===== config.mk =====
export PLATFORM = sky130hd
export DESIGN_NAME = lsu
export DESIGN_NICKNAME = d
export VERILOG_FILES = /design/src/rtl/lsu.sv
export SDC_FILE = /design/constraint.sdc
export NUM_CORES = 1
export LEC_CHECK = 0
export ABC_AREA = 1
export BUFFER_PORTS_ARGS = -buffer_cell sky130_fd_sc_hd__buf_2
export CORE_UTILIZATION = 54
export CTS_CLUSTER_SIZE = 8
export DETAILED_ROUTE_END_ITERATION = 8
export HOLD_SLACK_MARGIN = 0.12
export PLACE_DENSITY = 0.9
export SLEW_MARGIN = 20
export SYNTH_ARGS = -nofsm -noshare
export SYNTH_HDL_FRONTEND = slang
export SYNTH_SLANG_ARGS = --single-unit
export TNS_END_PERCENT = 1

===== constraint.sdc =====
create_clock -name clk -period 2.06 [get_ports clk]
set_input_delay 0.412 -clock clk [delete_from_list [all_inputs] [get_ports clk]]
set_output_delay 0.412 -clock clk [all_outputs]
set_load 0.005 [all_outputs]

===== src/rtl/lsu.sv =====
// ---------------------------------------------------------------------------
// lsu - load/store unit behind the EX stage.
//
// Takes the effective address, the forwarded store data and funct3 of a
// memory instruction. It runs one data-memory transaction over a
// req/gnt/rvalid handshake and returns an aligned, extended load result.
// The pipeline is stalled while a transaction is in flight.
//
// state  | meaning
// -------+--------------------------------------------------------------
// S_IDLE | no transaction; ex_ready=1, can accept a load/store
// S_REQ  | dmem_req held high with stable addr/we/wdata until dmem_gnt
// S_WAIT | load granted, waiting for dmem_rvalid
//
// Ports
//   clk, rst_n                  core clock, async active-low reset
//   ex_valid, ctrl_mem_rd/wr    instruction from EX (store wins over load)
//   mem_func, addr, data_rs2    funct3, effective address, store data
//   rd_idx                      load destination register
//   ex_ready, stall             idle / transaction-in-flight indicators
//   dmem_req/we/addr/wdata      data-memory request side
//   dmem_gnt/rvalid/rdata       data-memory response side
//   wb_valid/rd/data            one-cycle load writeback
//   ma_fault, ma_addr           one-cycle misaligned-access report
// ---------------------------------------------------------------------------
module lsu #(
    parameter int DWIDTH = 32
) (
    input  logic              clk,
    input  logic              rst_n,
    input  logic              ex_valid,
    input  logic              ctrl_mem_rd,
    input  logic              ctrl_mem_wr,
    input  logic [2:0]        mem_func,
    input  logic [DWIDTH-1:0] addr,
    input  logic [DWIDTH-1:0] data_rs2,
    input  logic [4:0]        rd_idx,
    output logic              ex_ready,
    output logic              stall,
    output logic              dmem_req,
    output logic [3:0]        dmem_we,
    output logic [DWIDTH-1:0] dmem_addr,
    output logic [DWIDTH-1:0] dmem_wdata,
    input  logic              dmem_gnt,
    input  logic              dmem_rvalid,
    input  logic [DWIDTH-1:0] dmem_rdata,
    output logic              wb_valid,
    output logic [4:0]        wb_rd,
    output logic [DWIDTH-1:0] wb_data,
    output logic              ma_fault,
    output logic [DWIDTH-1:0] ma_addr
);

    typedef enum logic [1:0] {
        S_IDLE = 2'd0,
        S_REQ  = 2'd1,
        S_WAIT = 2'd2
    } state_t;

    state_t            state_q, state_d;

    logic              is_load_q;
    logic [2:0]        func_q;
    logic [1:0]        lsb_q;
    logic [4:0]        rd_q;

    logic              accept;
    logic              misaligned;
    logic              sz_byte;
    logic              sz_half;
    logic [3:0]        st_we;
    logic [DWIDTH-1:0] st_wdata;
    logic [DWIDTH-1:0] rdata_sh;
    logic [DWIDTH-1:0] ld_result;

    // funct3[1:0]=00 byte, 01 half; 10 and the undefined encodings are word.
    assign sz_byte = (mem_func[1:0] == 2'b00);
    assign sz_half = (mem_func[1:0] == 2'b01);

    always_comb begin
        misaligned = 1'b0;
        st_we      = 4'b1111;
        st_wdata   = data_rs2;
        if (sz_byte) begin
            st_we    = 4'b0001 << addr[1:0];
            st_wdata = {4{data_rs2[7:0]}};
        end else if (sz_half) begin
            misaligned = addr[0];
            st_we      = 4'b0011 << {addr[1], 1'b0};
            st_wdata   = {2{data_rs2[15:0]}};
        end else begin
            misaligned = (addr[1:0] != 2'b00);
        end
    end

    always_ff @(posedge clk or negedge rst_n) begin
        if (!rst_n) begin
            state_q <= S_IDLE;
        end else begin
            state_q <= state_d;
        end
    end

    always_comb begin
        state_d = state_q;
        accept  = 1'b0;
        case (state_q)
            S_IDLE: begin
                if (ex_valid && (ctrl_mem_rd || ctrl_mem_wr)) begin
                    accept = 1'b1;
                    if (!misaligned) begin
                        state_d = S_REQ;
                    end
                end
            end
            S_REQ: begin
                if (dmem_gnt) begin
                    state_d = is_load_q ? S_WAIT : S_IDLE;
                end
            end
            S_WAIT: begin
                if (dmem_rvalid) begin
                    state_d = S_IDLE;
                end
            end
            default: state_d = S_IDLE;
        endcase
    end

    assign ex_ready = (state_q == S_IDLE);
    assign stall    = (state_q != S_IDLE);
    assign dmem_req = (state_q == S_REQ);

    // Bring the addressed byte/half down to bit 0, then extend.
    assign rdata_sh = dmem_rdata >> {lsb_q, 3'b000};

    always_comb begin
        ld_result = dmem_rdata;
        case (func_q)
            3'b000:  ld_result = {{24{rdata_sh[7]}}, rdata_sh[7:0]};
            3'b001:  ld_result = {{16{rdata_sh[15]}}, rdata_sh[15:0]};
            3'b100:  ld_result = {24'd0, rdata_sh[7:0]};
            3'b101:  ld_result = {16'd0, rdata_sh[15:0]};
            default: ld_result = dmem_rdata;
        endcase
    end

    always_ff @(posedge clk or negedge rst_n) begin
        if (!rst_n) begin
            is_load_q  <= 1'b0;
            func_q     <= 3'd0;
            lsb_q      <= 2'd0;
            rd_q       <= 5'd0;
            dmem_we    <= 4'd0;
            dmem_addr  <= '0;
            dmem_wdata <= '0;
            wb_valid   <= 1'b0;
            wb_rd      <= 5'd0;
            wb_data    <= '0;
            ma_fault   <= 1'b0;
            ma_addr    <= '0;
        end else begin
            wb_valid <= 1'b0;
            ma_fault <= 1'b0;

            if (accept) begin
                if (misaligned) begin
                    ma_fault <= 1'b1;
                    ma_addr  <= addr;
                end else begin
                    // A store wins when both control bits are set.
                    is_load_q  <= !ctrl_mem_wr;
                    func_q     <= mem_func;
                    lsb_q      <= addr[1:0];
                    rd_q       <= rd_idx;
                    dmem_addr  <= {addr[DWIDTH-1:2], 2'b00};
                    dmem_we    <= ctrl_mem_wr ? st_we : 4'b0000;
                    dmem_wdata <= st_wdata;
                end
            end

            if (state_q == S_WAIT && dmem_rvalid) begin
                wb_valid <= 1'b1;
                wb_rd    <= rd_q;
                wb_data  <= ld_result;
            end
        end
    end

endmodule


=== Word level (Yosys, flattened, before mapping) ===
Cells that the tools add are included.

* Output and inout bits: 142
* Flip-flop bits (word level): 150
* Input bits: 111
* Word-level logic and storage cells: 58

* Equality and inequality tests: 10
* Shift operators: 3
* Reductions and logical operators: 12
* Multiplexer cells: 19
* Bitwise operators: 1

{| class="wikitable"
|+ Operators with widths
! cell !! count
|-
| $pmux 32 s4 || 1
|-
| $mux 32 || 2
|-
| $shr 32x5->16 || 1
|-
| $mux 4 || 3
|-
| $mux 2 || 5
|-
| $mux 1 || 7
|-
| $eq 3x3->1 const B || 2
|-
| $pmux 2 s3 || 1
|-
| $eq 2x1->1 const B || 2
|-
| $logic_not 2->1 || 2
|-
| $ne 2x1->1 const B || 2
|-
| $ne 2x2->1 const B || 2
|-
| $reduce_and 2->1 || 2
|-
| $reduce_and 4->1 || 1
|-
| $reduce_bool 2->1 || 2
|-
| $shl 1x2->4 const A || 1
|-
| $shl 2x2->4 const A || 1
|-
| $eq 3x1->1 const B || 1
|-
| $logic_not 3->1 || 1
|-
| $eq 2x2->1 const B || 1
|-
| $logic_and 1x1->1 || 2
|-
| $logic_not 1->1 || 1
|-
| $logic_or 1x1->1 || 1
|-
| $not 1->1 || 1
|}

=== Logic depth before layout (Yosys ltp) ===
Gate-level depths: netlist of the first run.

* Word-level depth: 6
* Mapped depth: 10
* Depth with buffers taken out: 8

=== Worst setup path before layout of the first run ===
OpenSTA, ideal clock, no wires.

* Path type: input to register
* Start: input port mem_func[1]
* End: register dmem_wdata[13]
* Required time: 1.944 ns
* Arrival: 1.313 ns
* Setup slack: 0.630 ns
* Library setup time: 0.116 ns
* Stages on the path: 9
* Buffers on the path: 3
* Cell sequence: buf_2 inv_2 o21ai_2 nand2_2 nand2_4 buf_4 buf_2 nand2_1 nand2_1

* Word-level cells in the longest chain between the ends: 5
* Elaborated cells on any way between the ends: 7
* Those cells by class: eq/ne: 1; mux: 3; bitwise: 1; reduce/logical: 2

{| class="wikitable"
|+ RTL lines
! element !! RTL line !! source
|-
| start: declaration || 34 || <nowiki>input logic [2:0] mem_func,</nowiki>
|-
| $eq 2x1->1 || 78 || <nowiki>assign sz_half = (mem_func[1:0] == 2'b01);</nowiki>
|-
| $mux 1 || 87 || <nowiki>end else if (sz_half) begin</nowiki>
|-
| $mux 1 || 84 || <nowiki>if (sz_byte) begin</nowiki>
|-
| $not 1->1 (no source line) || n/a ||
|-
| $reduce_and 2->1 (no source line) || n/a ||
|-
| end signal: assignment || 178 || <nowiki>dmem_wdata <= st_wdata;</nowiki>
|-
| end: declaration || 43 || <nowiki>output logic [DWIDTH-1:0] dmem_wdata,</nowiki>
|}

Several ways; a longest one is shown, not always the timed one.
A chain may end at the register's enable or synchronous reset.

=== Worst setup path in the final report of the first run ===
* Start: register state_q[1]
* End: output port stall

* Word-level cells in the longest chain between the ends: 1

{| class="wikitable"
|+ RTL lines
! element !! RTL line !! source
|-
| start: declaration || 60 || <nowiki>state_t state_q, state_d;</nowiki>
|-
| start signal: assignment || 100 || <nowiki>state_q <= state_d;</nowiki>
|-
| $reduce_bool 2->1 || 131 || <nowiki>assign stall = (state_q != S_IDLE);</nowiki>
|-
| end: declaration || 39 || <nowiki>output logic stall,</nowiki>
|}

Every way passes these cells.

==> results.md, run 1 <==
- HPWL after DPL: approximately 13000 um
- CTS root buffer: clkbuf_16
- Core Area: ~13000 sq um
- Worst-path clk slew: 0.06 ns
- Final Hold Viols: 0
- Drt total wl: 18680 um
- Post-synth ARST share: 1.000
- Top cells by area, synth: dfrtp_1, nand2_1, o21ai_0
- Htree depth: 4
- Grt total ovfl: 0
- Wire length per cell: about 14 um
- DRT iter0 DRCs: 610
- Mux share of post-synthesis cell area: 0
- EDFF count, synth: 0
- Hold_ws: 0.1832 ns
- Vias in the first global route: a little over 6k
- Max Fclk: 598.7 MHz
- # setup viols final: 0
- Gpl congestion: 0.8829
- Sequential fraction of the synthesis area: 0.5389
- Tmin final: roughly 1.7 ns
- Final nets: 1223
- Pins Over Slew Limit: 0
- CTS tree: yes
- Hold Path Class: in -> reg
- Die height: 115.6 um
- Metal2 WL: 9327 um
- CTS Buffer Depth: 2
- Largest family of logic cells by synthesized area: simple AND/OR/NAND/NOR gates
- Die area: 13360 sq um
- Latest clock arrival within the worst-skew pair: 0.43 ns
- Worst-margin pin slew: ~0.56 ns
- Worst Path Required: roughly 1.7 ns
- Highest routed metal layer: met4
- Design Power: 12.64 mW
- Setup TNS: 0 ns
- DIE WIDTH: 115.6 um
- Synth unique cells: 29
- Total track usage: 0.2859
- Post-Synthesis Mean Instance Area: 8.006 sq um
- Worst EP arrival: around 1.3 ns
- Met3 wire len: 1489 um
- TritonCTS Buffers: 17
- Initial antenna violation count: 0
- Antenna-violating nets left: 0
- Fin Clk Skew: 0.008230 ns
- Slew headroom: 0.6232
- Adder-Cell Fraction of Synth Area: 0
- P_leak: 5.047 nW
- Pre-Repair DR Iteration Count: 5
- Yosys warns: 0
- Diode count: 0
- Max cap viols: 0
- Vias: 6546
- Vias per cell: 5.047
- Post-Syn Area: about 7000 sq um
- Post-synthesis xor/xnor area fraction: 0
- Leading area contributor after synthesis: dfrtp_1
- Pwr Density: 1410 nW/um^2
- Initial core utilization: 0.5520
- Post_cts resized: 0
- Sink Count: 150
- Setup Buffers After CTS: 0
- DRC: 0
- Port buffer count: 250
- Synth top area share: 0.5389
- Met1 wire length: 7424 um
- Crit path max fanout: 5
- CP Class: reg -> out
- Post-synthesis simple-gate area fraction: 0.2481
- Startpoint types: flop
- Layout cells sized above 1: 0.3093
- Synth Flop Type: dfrtp_1
- Period utilisation layout: 0.8108
- Crit. End Element: output pin
- Largest net degree at the start of global routing: 66
- Mapped Cells: 870
- Synthesis-stage register bit count: 150
- Outcome: finished, final reports clean
- # IOs: 253
- Count of hold-fix buffers inserted at cts: 1
- RSZ-0062 raised after global routing: false
- First-pass GRT wire length: between 20000 and 30000 um
- Row Count: 41
- Synth Area in Compound Gates: 0.1245
- Area grow syn2layout: 28.63%
- Max IR drop VDD: about 0.93 mV
logic make-up (layout without fill, tap and decap cells):
family / count (synthesis) / count (layout)
AO/OA/AOI/OAI: 158 / 158
buffers and inverters: 136 / 390
flip-flops: 150 / 150
other: 1 / 2
AND/OR/NAND/NOR: 425 / 425
worst paths after layout:
check | from | cells past startpoint | endpoint | slack, ns
worst min register to register | dmem_we[1] | 2 | dmem_we[1] | 0.47
worst max-delay path | state_q[1] | 3 | stall | 0.39
min in group asynchronous | rst_n | 2 | wb_data[21] | 0.51
max in group asynchronous | rst_n | 3 | dmem_addr[12] | 0.91
worst min-delay path | rd_idx[0] | 3 | rd_q[0] | 0.18
worst max register to register | lsb_q[0] | 8 | wb_data[9] | 0.42
cells in the mapped netlist, types with 3 or more instances:
master,instances
nand2_1,320
dfrtp_1,150
inv_1,81
o21ai_0,74
a21oi_1,62
nand3_1,40
nor2_1,37
clkbuf_1,18
a21oi_2,17
or2_2,16
buf_2,13
buf_4,9
buf_6,7
inv_2,6
nor2_2,3
power by group:
| group | switching, mW | leakage (nW) | internal (mW) |
|---|---|---|---|
| Combinational | 2.53 | 2.96 | 1.99 |
| Sequential | 0.774 | 1.81 | 4.27 |
| Clock | 1.25 | 0.272 | 1.83 |
| Total | 4.55 | 5.05 | 8.09 |
flip-flops by register name (all words and copies together) (netlist names):
name / count
lsb_q: 2
rd_q: 5
ma_fault: 1
dmem_addr: 30
ma_addr: 32
wb_rd: 5
state_q: 2
is_load_q: 1
func_q: 3
dmem_wdata: 32
dmem_we: 4
wb_data: 32
wb_valid: 1
worst max-delay path: stages, from the launching register on:
cell	delay (ns)
dfrtp_1	0.43
nor2_2	0.21
inv_2	0.07
buf_2	0.14
cell usage in the layout, fill, tap and decap left out, types with 2 or more instances in the layout:
cell type   count
a21oi_1        62
a21oi_2        17
buf_12          4
buf_2         249
buf_4          15
bufinv_16       2
clkbuf_16      17
clkinv_4        4
clkinvlp_4      5
conb_1          2
dfrtp_1       150
inv_1          81
inv_2           6
inv_6           2
nand2_1       320
nand2_2         2
nand3_1        40
nor2_1         37
nor2_2          2
nor2_4          2
nor3_1          2
o211ai_1        2
o21ai_0        74
or2_2          16
layer usage:
layer,global-route usage,up-vias
met5,0,-
met3,0.08002,42
met2,0.4838,289
met4,0.1108,0
met1,0.3475,3025
li1,-,3190
metrics by stage:
step	std cells	area [sq um]	utilization	worst slack (ns)
after global routing	1297	8960	0.7100	0.2669
after detailed placement	1264	8357	0.6622	0.3201
after CTS	1297	8960	0.7100	0.3740
final	1297	8960	0.7100	0.3899
after floorplan	871	6969	-	0.6302
after global placement	1264	8357	0.6622	0.3850
layout make-up:
class / count / area (sq um)
Sequential cell: 150 / 3754
Fill cell: 1020 / 3660
Multi-Input combinational cell: 585 / 2608
Timing Repair Buffer: 270 / 1460
Clock buffer: 19 / 442.9
Inverter: 88 / 330.3
Tap cell: 172 / 215.2
Clock inverter: 13 / 150.1
No activity file was read; power rests on OpenSTA's default activity.
==> run 2: changes to the inputs <==
--- a/config.mk
+++ b/config.mk
@@ -7,11 +7,11 @@
 export LEC_CHECK = 0
 export ABC_AREA = 1
 export BUFFER_PORTS_ARGS = -buffer_cell sky130_fd_sc_hd__buf_2
-export CORE_UTILIZATION = 54
+export CORE_UTILIZATION = 45
 export CTS_CLUSTER_SIZE = 8
 export DETAILED_ROUTE_END_ITERATION = 8
 export HOLD_SLACK_MARGIN = 0.12
-export PLACE_DENSITY = 0.9
+export PLACE_DENSITY = 0.81
 export SLEW_MARGIN = 20
 export SYNTH_ARGS = -nofsm -noshare
 export SYNTH_HDL_FRONTEND = slang
==> constraint.sdc (replaced) <==
create_clock -name clk -period 1.4 [get_ports clk]
set_input_delay 0.28 -clock clk [delete_from_list [all_inputs] [get_ports clk]]
set_output_delay 0.28 -clock clk [all_outputs]
set_load 0.005 [all_outputs]
==> run 2 against run 1 <==
  * The run now ends with setup timing left
  * First-iteration DRC count down 39%
  * Total power up 52%
  * Sequential cell count unchanged
  * Clock power up 39%
  * Combinational power up 66%
  * Critical path type is now reg -> reg
  * Largest power group is now combinational cells
==> results.md, run 2 (same netlist as run 1, synthesis figures left out) <==
- Failing checks: setup timing
- Hold_ws: 0.1403 ns (-0.04291 ns)
- Latest clock arrival within the worst-skew pair: 0.42 ns (about the same)
- Most frequent cells in the layout: nand2_1, buf_2, dfrtp_1
- DRC: 0 (unchanged)
- Vias in the first global route: 6574 (+7.8%)
- Diode count: 0 (unchanged)
- Max Fclk: 677.3 MHz
- CTS root buffer: clkbuf_16
- Htree depth: 4 (unchanged)
- Startpoint types: flop
- Met3 wire len: 1553 um (+4.3%)
- Final core utilization: 0.6498 (-0.06018)
- Worst-path clk slew: 0.06 ns (about the same)
- Commonest non-fill, non-tap cell in the layout: nand2_1
- TritonCTS Buffers: 17 (unchanged)
- Largest net degree at the start of global routing: 63 (-4.5%)
- Grt total ovfl: 0 (unchanged)
- Multi-input logic area: 2693 sq um (+3.3%)
- P_leak: 5.419 nW (+7.4%)
- Pins Over Slew Limit: 0 (unchanged)
- Initial core utilization: 0.4599 (-0.09206)
- Met1 wire length: 8447 um (+14%)
- Hold Path Class: in -> reg
- Fin Clk Skew: 0.008063 ns (-0.0001668 ns)
- CTS Buffer Depth: 2 (unchanged)
- Area grow syn2layout: 41.30%
- Pwr Density: 1955 nW/um^2 (+39%)
- Initial antenna violation count: 0 (unchanged)
- RSZ-0062 raised after global routing: true
- Total track usage: 0.2562 (-0.02971)
- Worst-path cell chain: nor2_4 > o211ai_1 > nor2_4 > buf_12 > buf_12 > nor2_1 > a21oi_1
- # setup viols final: 54 (+54)
- Wire length per cell: 14.73 um (+2.3%)
- Outcome: complete, but fails checks
- # IOs: 253 (unchanged)
- Worst Path Required: 1.73 ns (+0.08 ns)
- Vias per cell: 5.008 (-0.77%)
- Sequential standard cell area: 3756 sq um (about the same)
- Design Power: 19.24 mW (+52%)
- Crit path max fanout: 10 (+5)
- CP Class: reg -> reg
- Core Area: 15150 sq um (+20%)
- Max IR drop VDD: 1.097 mV (+18%)
- Worst EP arrival: 1.80 ns (+0.54 ns)
- Pre-Repair DR Iteration Count: 5 (unchanged)
- Dpl ws: -0.05614 ns (-0.3763 ns)
- Setup ws final: -0.07647 ns (-0.4663 ns)
- Die height: 126.4 um (+9.4%)
- HPWL after DPL: 13790 um (+3.9%)
- Row Count: 45 (+9.8%)
- CTS tree: yes
- Cell Count Post-Placement: 1299 (+2.8%)
- Drt total wl: 20310 um (+8.7%)
- Slowest stage cell, crit path: dfrtp_2
- DRT iter0 DRCs: 374 (-39%)
- Layout cells sized above 1: 0.3367 (+0.02736)
- Vias: 6906 (+5.5%)
- Die area: 15980 sq um (+20%)
- Non-filler cells, final: 1379 (+6.3%)
- First-pass GRT wire length: 32290 um (+11%)
- Tmin final: about 1.5 ns
- Port buffer count: 250 (unchanged)
- FILL cells: 1249 (+22%)
- Period utilisation layout: 1.055
- Final nets: 1289 (+5.4%)
- Gpl congestion: 0.8970 (+1.6%)
- Antenna-violating nets left: 0 (unchanged)
- DIE WIDTH: 126.4 um (+9.4%)
- Max cap viols: 0 (unchanged)
- Worst path max stage delay: 0.44 ns (about the same)
- Crit. End Element: flop
- Final Hold Viols: 0 (unchanged)
- Highest routed metal layer: met4
- Metal2 WL: 9764 um (+4.7%)
- Top flop regs: dmem_wdata x32, ma_addr x32, wb_data x32
- Sink Count: 150 (unchanged)
[run 2: cell count changes in the layout (fill, tap and decap cells not counted), sizes merged, moves of 2 or more]
cell	delta
bufinv	-2
buf	+23
inv	+5
dlygate4sd3	+41
clkinvlp	-3
[run 2: per-layer routing]
metal  vias to the layer above  global-route usage
met5                         -                   0
met4                         0             0.09922
met3                        46             0.06664
met2                       299              0.4231
met1                      3236              0.3228
li1                       3325                   -
[run 2: area by class of cell]
type	instances	area share
repair buffers	336	0.2307
clock buffers	18	0.04462
well taps	188	0.02390
inverters	88	0.03382
multi-input cells	585	0.2736
flip-flops and latches	150	0.3816
clock inverters	14	0.01170
[run 2: what timing repair did]
item                                   CTS  global route
pin swaps                                1             3
cloned                                   0             3
setup endpoints to repair               99           144
endpoints found under the hold margin  193             0
setup buffers                            2             1
resized for setup                        9            42
hold buffers                            42             0
[run 2: final timing paths]
path                          endpoint  slack [ns]  cells after the start        from
setup / recovery           ma_addr[10]       -0.08                      7  state_q[1]
hold / removal              state_q[1]        0.14                      3    dmem_gnt
setup reg to reg           ma_addr[10]       -0.08                      7  state_q[1]
hold reg to reg               wb_rd[4]        0.47                      2     rd_q[4]
max in group asynchronous      rd_q[2]        0.55                      3       rst_n
min in group asynchronous  wb_data[16]        0.34                      2       rst_n
[run 2: metrics by stage]
step | TNS, ns | instance area (sq um)
global route | -9.316 | 9842
global placement | -0.006449 | 8632
finish | -1.253 | 9842
CTS | -0.2646 | 9652
detailed placement | -1.650 | 8632
floorplan | 0 | 6969
[run 2: where the power goes]
part / internal, mW / switching, mW / total (mW)
registers: 6.28 / 1.14 / 7.43
logic: 3.54 / 3.98 / 7.52
clock network: 2.36 / 1.93 / 4.29
total: 12.2 / 7.05 / 19.2
[run 2: worst max-delay path, delay by kind of cell (launching register included)]
kind                   cells  cell delay [ns]
flip-flops                 1             0.44
AND/OR/NAND/NOR            3             0.35
AO/OA/AOI/OAI              2             0.32
buffers and inverters      2             0.28
==> run 3: changes to the inputs <==
--- a/config.mk
+++ b/config.mk
@@ -7,11 +7,11 @@
 export LEC_CHECK = 0
 export ABC_AREA = 1
 export BUFFER_PORTS_ARGS = -buffer_cell sky130_fd_sc_hd__buf_2
-export CORE_UTILIZATION = 45
+export CORE_UTILIZATION = 50
 export CTS_CLUSTER_SIZE = 8
 export DETAILED_ROUTE_END_ITERATION = 8
 export HOLD_SLACK_MARGIN = 0.12
-export PLACE_DENSITY = 0.81
+export PLACE_DENSITY = 0.85
 export SLEW_MARGIN = 20
 export SYNTH_ARGS = -nofsm -noshare
 export SYNTH_HDL_FRONTEND = slang
==> constraint.sdc (replaced) <==
create_clock -name clk -period 1.5 [get_ports clk]
set_input_delay 0.3 -clock clk [delete_from_list [all_inputs] [get_ports clk]]
set_output_delay 0.3 -clock clk [all_outputs]
set_load 0.005 [all_outputs]
==> run 3 against run 2 <==
  * Worst hold slack lost 0.0098 ns
  * Clock power shrank 3%
  * Register-to-register slack gained 0.15 ns
  * The flow now finishes without violations
  * Final area shrank 4.0%
  * Sequential power shrank 6.2%
  * Largest power group is now sequential cells
  * Total power shrank 7.6%
  * Largest cell class unchanged
  * Critical endpoint is now dmem_req
  * Combinational power shrank 12%
==> results.md, run 3 (same netlist as run 1, synthesis figures left out) <==
- Port buffer count: 250 (unchanged)
- Slowest stage cell, crit path: dfrtp_1
- CTS root buffer: clkbuf_16
- FF-to-FF Start: func_q[0]
- Max cap viols: 0 (unchanged)
- Die area: 14410 sq um (-9.8%)
- CTS Buffer Depth: 2 (unchanged)
- Worst path max stage delay: 0.42 ns (-0.02 ns)
- Most frequent CP cell: buf_6
- Area grow syn2layout: 35.67%
- Sink Count: 150 (unchanged)
- Final Hold Viols: 0 (unchanged)
- Setup ws final: 0.02907 ns (+0.1055 ns)
- Worst Setup SP: state_q[1]
- Top flop regs: dmem_wdata x32, ma_addr x32, wb_data x32
- CP bufs+invs: 2 (unchanged)
- Wire length per cell: 14.82 um (+0.61%)
- Crit path max fanout: 3 (-7)
- # setup viols final: 0 (-100%)
- Reg2Reg Depth: 6 (-1)
- HPWL after DPL: 13940 um (+1.1%)
- Layout cells sized above 1: 0.3170 (-0.01968)
- Worst-path cell chain: buf_6 > nor2_4 > buf_6
- DRC: 0 (unchanged)
- Dpl ws: 0.06949 ns (+0.1256 ns)
- Drt total wl: 19850 um (-2.2%)
- Grt total ovfl: 0 (unchanged)
- DIE WIDTH: 120.0 um (-5.1%)
- DRT iter0 DRCs: 524 (+40%)
- Vias in the first global route: 6578 (+0.061%)
- Die height: 120.0 um (-5.1%)
- Startpoint types: flop
- Diode count: 0 (unchanged)
- Final nets: 1262 (-2.1%)
- Commonest non-fill, non-tap cell in the layout: nand2_1
- Max Fclk: 679.8 MHz
- # IOs: 253 (unchanged)
- Antenna-violating nets left: 0 (unchanged)
- Core Area: 13400 sq um (-12%)
- Crit. End Element: output pin
- Most frequent cells in the layout: nand2_1, buf_2, dfrtp_1
- CP Class: reg -> out
- Period utilisation layout: 0.9806
- TritonCTS Buffers: 17 (unchanged)
- P_leak: 5.271 nW (-2.7%)
- CTS tree: yes
- Largest net degree at the start of global routing: 68 (+7.9%)
- Row Count: 42 (-6.7%)
- FILL cells: 1072 (-14%)
- Worst EP arrival: 1.17 ns (-0.63 ns)
- DP Area: 8539 sq um (-1.1%)
- Pre-Repair DR Iteration Count: 5 (unchanged)
- Vias per cell: 5.066 (+1.2%)
- Outcome: finished, final reports clean
- First-pass GRT wire length: 31960 um (-1.0%)
- Total track usage: 0.2851 (+0.02892)
- Pins Over Slew Limit: 0 (unchanged)
- Setup crit end: dmem_req
- Final instance area: 9450 sq um (-4.0%)
- RSZ-0062 raised after global routing: true
- Top delay family on crit path: flip-flops
- Cell count along the critical path: 3 (-4)
- Worst Path Required: 1.20 ns (-0.53 ns)
- Worst-path clk slew: 0.06 ns (about the same)
- Max IR drop VDD: 1.009 mV (-7.9%)
- Initial antenna violation count: 1 (+1)
- Hold path cells: 3 (unchanged)
- Latest clock arrival within the worst-skew pair: 0.42 ns (about the same)
- Initial core utilization: 0.5198 (+0.05990)
- Hold Path Class: in -> reg
- Reg2reg end: wb_data[24]
- Gpl congestion: 0.8851 (-1.3%)
- Htree depth: 4 (unchanged)
- Worst R2R Setup Slack: 0.07 ns (+0.15 ns)
- Vias: 6788 (-1.7%)
- Pwr Density: 1882 nW/um^2 (-3.7%)
- Tmin final: approximately 1.5 ns
- Fin Clk Skew: 0.008327 ns (+0.0002640 ns)
## run 3: worst min path at each step
stage               startpoint       endpoint  slack (ns)
floorplan                rst_n  dmem_addr[10]       0.004
CTS                    addr[3]     ma_addr[3]        0.12
finish                addr[31]    ma_addr[31]        0.13
detailed placement       rst_n    wb_data[21]        0.25
global route          addr[16]    ma_addr[16]        0.13
global placement         rst_n    wb_data[21]        0.24
## run 3: where the power goes
group	total [mW]	internal, mW	switching, mW
combinational	6.63	3.03	3.60
clock	4.18	2.38	1.80
sequential	6.97	5.86	1.11
## run 3: what timing repair did
action / 4_1_cts / 5_1_grt
hold buffers: 25 / 0
pin swaps: 1 / 2
setup endpoints to repair: 2 / 22
gates cloned: 0 / 1
buffers inserted: 1 / 1
hold endpoints to repair: 55 / 0
gates resized for setup: 4 / 10
## run 3: per-layer routing
metal,share of wire,up-vias,wire [um],global-route usage
met4,0.018,2,364,0.1070
met2,0.51,291,10070,0.4835
li1,-,3271,-,-
met5,0.00065,-,13,0
met3,0.076,39,1504,0.07462
met1,0.40,3185,7903,0.3470
## run 3: per-stage QoR
step | hold WS [ns] | total power [mW] | cells | setup TNS (ns) | utilization
floorplan | 0.004409 | 10.26 | 871 | 0 | -
global placement | 0.2434 | 13.11 | 1280 | 0 | 0.6373
detailed placement | 0.2467 | 13.39 | 1280 | 0 | 0.6373
CTS | 0.1208 | 17.75 | 1338 | -0.009133 | 0.7013
global route | 0.1309 | 19.03 | 1340 | -0.03029 | 0.7052
finish | 0.1305 | 17.78 | 1340 | 0 | 0.7052
## run 3: worst min-delay path, delay by kind of cell
kind / cells / cell delay [ns]
buffers and inverters: 2 / 0.15
AOI/OAI and AO/OA: 1 / 0.06
## run 3: area by class of cell
class / count / area, sq um / share of cell area
inverters: 88 / 334.1 / 0.03535
repair inverters: 1 / 7.507 / 0.0007944
clock inverters: 14 / 143.9 / 0.01523
flip-flops and latches: 150 / 3754 / 0.3972
well taps: 176 / 220.2 / 0.02330
clock buffers: 18 / 439.2 / 0.04647
multi-input cells: 585 / 2643 / 0.2796
repair buffers: 308 / 1909 / 0.2020
